## src/rtl/parity_pkg.sv

```systemverilog
// rtl/parity_pkg.sv - shared parity types, defaults and the parity helper
package parity_pkg;

   localparam int DEFAULT_DW   = 8;
   localparam int DEFAULT_NREQ = 4;
   localparam int MAX_DW       = 64;

   typedef enum logic {ST_IDLE, ST_HOLD} state_t;

   // Zero-extension of the word leaves its XOR-reduction unchanged.
   function automatic logic parity_calc(input logic [MAX_DW-1:0] word, input logic odd);
      return (^word) ^ odd;
   endfunction

endpackage

```

## src/rtl/rr_arbiter.sv

```systemverilog
// rtl/rr_arbiter.sv - round-robin search from rr_ptr upward with wrap to 0
module rr_arbiter #(
   parameter int NREQ = 4,
   parameter int IDW  = $clog2(NREQ)
) (
   input  logic [NREQ-1:0] req,
   input  logic [IDW-1:0]  rr_ptr,
   input  logic            en,
   output logic [NREQ-1:0] gnt,
   output logic [IDW-1:0]  winner
);

   logic found;
   int   idx;

   always_comb begin
      gnt    = '0;
      winner = '0;
      found  = 1'b0;
      idx    = 0;
      for (int k = 0; k < NREQ; k++) begin
         idx = int'(rr_ptr) + k;
         if (idx >= NREQ) idx = idx - NREQ;
         if (!found && req[idx]) begin
            found  = 1'b1;
            winner = IDW'(idx);
         end
      end
      if (en && found) gnt[winner] = 1'b1;
   end

endmodule

```

## src/rtl/parity_rr_sched.sv

```systemverilog
// rtl/parity_rr_sched.sv - round-robin sharing of one byte-parity engine
module parity_rr_sched
   import parity_pkg::*;
#(
   parameter int NREQ = DEFAULT_NREQ,
   parameter int DW   = DEFAULT_DW,
   parameter int IDW  = $clog2(NREQ)
) (
   input  logic               clk,
   input  logic               rst,
   input  logic [NREQ-1:0]    req,
   input  logic [NREQ*DW-1:0] data,
   input  logic               odd_mode,
   output logic [NREQ-1:0]    gnt,
   output logic               out_valid,
   output logic [IDW-1:0]     out_id,
   output logic               out_parity,
   output logic [DW-1:0]      out_data,
   input  logic               out_ready
);

   state_t         state_q, state_d;
   logic [IDW-1:0] rr_ptr;
   logic [IDW-1:0] winner;
   logic [DW-1:0]  win_word;
   logic           arb_en;
   logic           load;

   // A draining result frees the engine in the same cycle, so accept overlaps drain.
   assign arb_en   = !rst && ((state_q == ST_IDLE) || out_ready);
   assign win_word = data[winner*DW +: DW];
   assign load     = |gnt;
   assign out_valid = (state_q == ST_HOLD);

   rr_arbiter #(.NREQ(NREQ), .IDW(IDW)) u_arb (
      .req    (req),
      .rr_ptr (rr_ptr),
      .en     (arb_en),
      .gnt    (gnt),
      .winner (winner)
   );

   always_comb begin
      state_d = state_q;
      case (state_q)
         ST_IDLE: if (load) state_d = ST_HOLD;
         ST_HOLD: if (out_ready && !load) state_d = ST_IDLE;
         default: state_d = ST_IDLE;
      endcase
   end

   always_ff @(posedge clk) begin
      if (rst) begin
         state_q    <= ST_IDLE;
         rr_ptr     <= '0;
         out_id     <= '0;
         out_data   <= '0;
         out_parity <= 1'b0;
      end else begin
         state_q <= state_d;
         if (load) begin
            out_data   <= win_word;
            out_id     <= winner;
            out_parity <= parity_calc(MAX_DW'(win_word), odd_mode);
            rr_ptr     <= (winner == IDW'(NREQ-1)) ? '0 : winner + 1'b1;
         end
      end
   end

endmodule

```

## config.mk

```make
export PLATFORM = sky130hd
export DESIGN_NAME = parity_rr_sched
export DESIGN_NICKNAME = d
export VERILOG_FILES = /design/src/rtl/parity_pkg.sv /design/src/rtl/rr_arbiter.sv /design/src/rtl/parity_rr_sched.sv
export SDC_FILE = /design/constraint.sdc
export NUM_CORES = 1
export LEC_CHECK = 0
export CORE_MARGIN = 1
export CORE_UTILIZATION = 37
export DETAILED_ROUTE_END_ITERATION = 10
export PLACE_DENSITY = 0.86
export SLEW_MARGIN = 20
export SYNTH_ARGS = -nofsm -noshare
export SYNTH_HDL_FRONTEND = slang
export SYNTH_HIERARCHICAL = 1
export SYNTH_SLANG_ARGS = --single-unit
```

## constraint.sdc

```tcl
create_clock -name clk -period 3.5 [get_ports clk]
set_clock_uncertainty 0.2 [all_clocks]
set_input_delay 0.35 -clock clk [delete_from_list [all_inputs] [get_ports clk]]
set_output_delay 0.35 -clock clk [all_outputs]
set_load 0.02 [all_outputs]
```

==> results of run 1 <==
[worst max-delay path by stage]
stage | from | end | slack (ns) | depth (start not counted)
5_1_grt | req[3] | out_parity | 0.22 | 10
3_5_place_dp | req[3] | out_parity | 0.06 | 10
2_1_floorplan | rr_ptr[1] | out_parity | 0.54 | 10
6_report | req[3] | out_parity | 0.38 | 10
4_1_cts | req[3] | out_parity | 0.36 | 10
3_3_place_gp | req[0] | out_parity | 0.15 | 11
[placed cells by master (no fill, tap or decap), types with 2 or more instances in the layout]
| master | n |
|---|---|
| nand2b_1 | 2 |
| buf_4 | 4 |
| nor3_1 | 2 |
| inv_1 | 2 |
| clkbuf_4 | 3 |
| clkdlybuf4s50_1 | 55 |
| mux4_1 | 4 |
| a21oi_1 | 15 |
| nor2_1 | 3 |
| dfxtp_1 | 14 |
| xor2_1 | 2 |
| nand2_1 | 24 |
| xnor2_1 | 4 |
| mux4_2 | 4 |
[cells by family after synthesis]
kind of cell	count (synthesis)	share of synthesized area
buffers and inverters	8	0.0406
AO/OA/AOI/OAI	20	0.142
adder cells (fa/ha/maj)	1	0.0135
AND/OR/NAND/NOR	38	0.195
XOR/XNOR	7	0.0813
flip-flops	14	0.304
multiplexers	9	0.224
[tightest hold or removal path: stages (launching register included)]
cell and delay [ns]:
dfxtp_1 0.32, nand2_1 0.05, a21oi_1 0.05
[cell usage after synthesis (all sizes together)]
master and count:
mux4 8, xor2 2, a21oi 15, o221ai 1, dfxtp 14, nor2b 1
o21a 1, nor4 2, ha 1, nor3 3, xnor3 1, a211oi 1
or4 1, mux2 1, a2bb2oi 1, xnor2 4, buf 1, nor2 3
nand2b 2, nor3b 2, clkbuf 4, o22ai 1, nand2 24, inv 3
[per-layer routing]
layer / GRT usage / vias up / wire (microns)
li1: - / 468 / -
met1: 0.218 / 440 / 922
met2: 0.365 / 58 / 1240
met3: 0.0439 / 7 / 197
met4: 0.140 / 0 / 87
met5: 0 / - / 0
[layout make-up]
| type | instances | area share |
|---|---|---|
| tap | 28 | 0.0225 |
| clock buffer | 4 | 0.0233 |
| timing repair buffer | 59 | 0.373 |
| inverter | 3 | 0.00724 |
| multi-input combinational | 75 | 0.393 |
| sequential | 14 | 0.180 |
[where the power goes]
part | internal [mW] | leakage, nW | switching, mW | total (mW)
registers | 0.213 | 0.115 | 0.0313 | 0.244
logic | 0.373 | 0.440 | 0.338 | 0.711
clock network | 0.0635 | 0.0210 | 0.0547 | 0.118
[flip-flops by register name (all words and copies together) (netlist names)]
| signal | flops |
|---|---|
| out_valid | 1 |
| out_id | 2 |
| out_data | 8 |
| rr_ptr | 2 |
| out_parity | 1 |
==> results.md, run 1 <==
* Status: complete, no violations
* PD cells at ~690 mW/mm^2
* Skew-Pair Late Insertion Delay at 0.29 ns
* Total power draw at ~1.1 mW
* Static Leak at 0.576 nW
* Overall global routing resource usage at 0.208
* CP Capture Type: flop
* Setup slack after layout at between 0.3 and 0.4 ns
* Vias post-DR at between 900 and 1k
* # placed instances at ~180
* Sequential area share after synthesis at 0.304
* Slew margin rel. at 0.712
* Final worst-path cycle share at 0.891
* CP Data Arrival Time at 3.14 ns
* Final Util at 0.683
* Die Y at about 52 microns
* CP Cell Sequence: clkdlybuf4s50_1 > a2bb2oi_1 > o221ai_2 > nor2_1 > buf_4 > mux4_2 > xor2_1 > xnor3_1 > xnor2_1 > a211oi_2
* Syn avg cell area at roughly 9.5 sq um
* GPL Wtd Cong at roughly 0.75
* Layout fillers at roughly 150
* Share of cells above drive strength 1 at 0.129
* Yosys Warn Count at 6
* Fmax at 0.321 GHz
* Remaining antenna violation count at 0
* Cell family with most CP delay: buffers and inverters
* Nets at between 150 and 200
* Setup_tns at 0 ns
* H-tree Lvls at 1
* Synth area leader: dfxtp_1
* Slowest stage cell, crit path: clkdlybuf4s50_1
* Iteration-0 DRC Markers at 7
* Die Area at between 0.002 and 0.003 sq mm
* Layout Cells excl Fill at ~180
* DRC viols at 0
* Mapped Area at a little over 900 sq um
* Finish-stage setup viols at 0
* Row count at 17
* Starting Density at 0.406
* Register cell area after layout at roughly 280 sq um
* # diodes at 0
* Worst setup SP type: input pin
* WL final at between 2 and 2.5 mm
* RSZ-0062 raised after global routing: false
* HPWL Detailed at slightly above 2 mm
* IO buf count at 55
* Cell Area, Placed at 0.00152 sq mm
* Area contributors post-synth: dfxtp_1 (30%), mux4_1 (11%), mux4_2 (9.8%)
* Crit-path max FO at 6
* CTS tree: done
* Total of max-cap violations at 0
* Seq cells post-synth at 14
* CTS sink cnt at 14
* CP peak stage delay at ~0.57 ns
* Vias per cell at ~5.3
* FF-to-FF path depth at 10
* Post-CTS setup buffers at 0
* R2r setup slk at roughly 0.41 ns
* Buf+Inv Stages, Crit Path at 2
* Hold Crit Start: out_data[4]
* Core area at between 0.002 and 0.0025 sq mm
* Final min period at ~3.1 ns
* Synth cell types at 28
* Initial antenna violation count at 0
* Critical path class: in2reg
* FF-to-FF End: out_parity
* Reg clk slew, reported paths at 0.08 ns
* Hold buffer count at CTS at 0
* Cells after synthesis at 97
* Clk buf depth at 2
* TritonCTS Buffers at 3
* Hold endpoint: out_data[4]
* Worst min path class: reg2reg
* WP data required at approximately 3.5 ns
* FF-to-FF Start: rr_ptr[1]
* Final Max Slew Viols at 0
* First-pass GRT wire length at between 3 and 4 mm
* Fin. Hold Viols at 0
* Die Span X at 52.0 microns
* Overflow after GRT at 0
* Worst slew pin tran at ~0.43 ns
* Post-route design area at 0.00156 sq mm
* Post-CTS Resized at 0
* Place WS at between 0.05 and 0.06 ns
* 1st-pass router iterations at 4
* Fin Hold WS at 0.256 ns
* Top cell type's share of synthesized area at 0.304
* Vias in the first global route at a little under 1k
* WHS Path Cells at 2
* Largest net degree at the start of global routing at 15
* Net count after synthesis at between 100 and 150
* Avg WL per Cell at approximately 13 microns
* Worst VDD drop at about 430 uV
* Area grow syn2layout at 68.4%
* I/O Pins at 56
* Footprint of the multi-input gates at 612 sq um
* Root Driver: clkbuf_4
(Power assumes the default switching activity.)
==> run 2: changes to the inputs <==
- ABC_CLOCK_PERIOD_IN_PS: not set -> 3500
==> results of run 2 <==
Same layout as run 1: the final DEF is identical, and so are final timing and power.
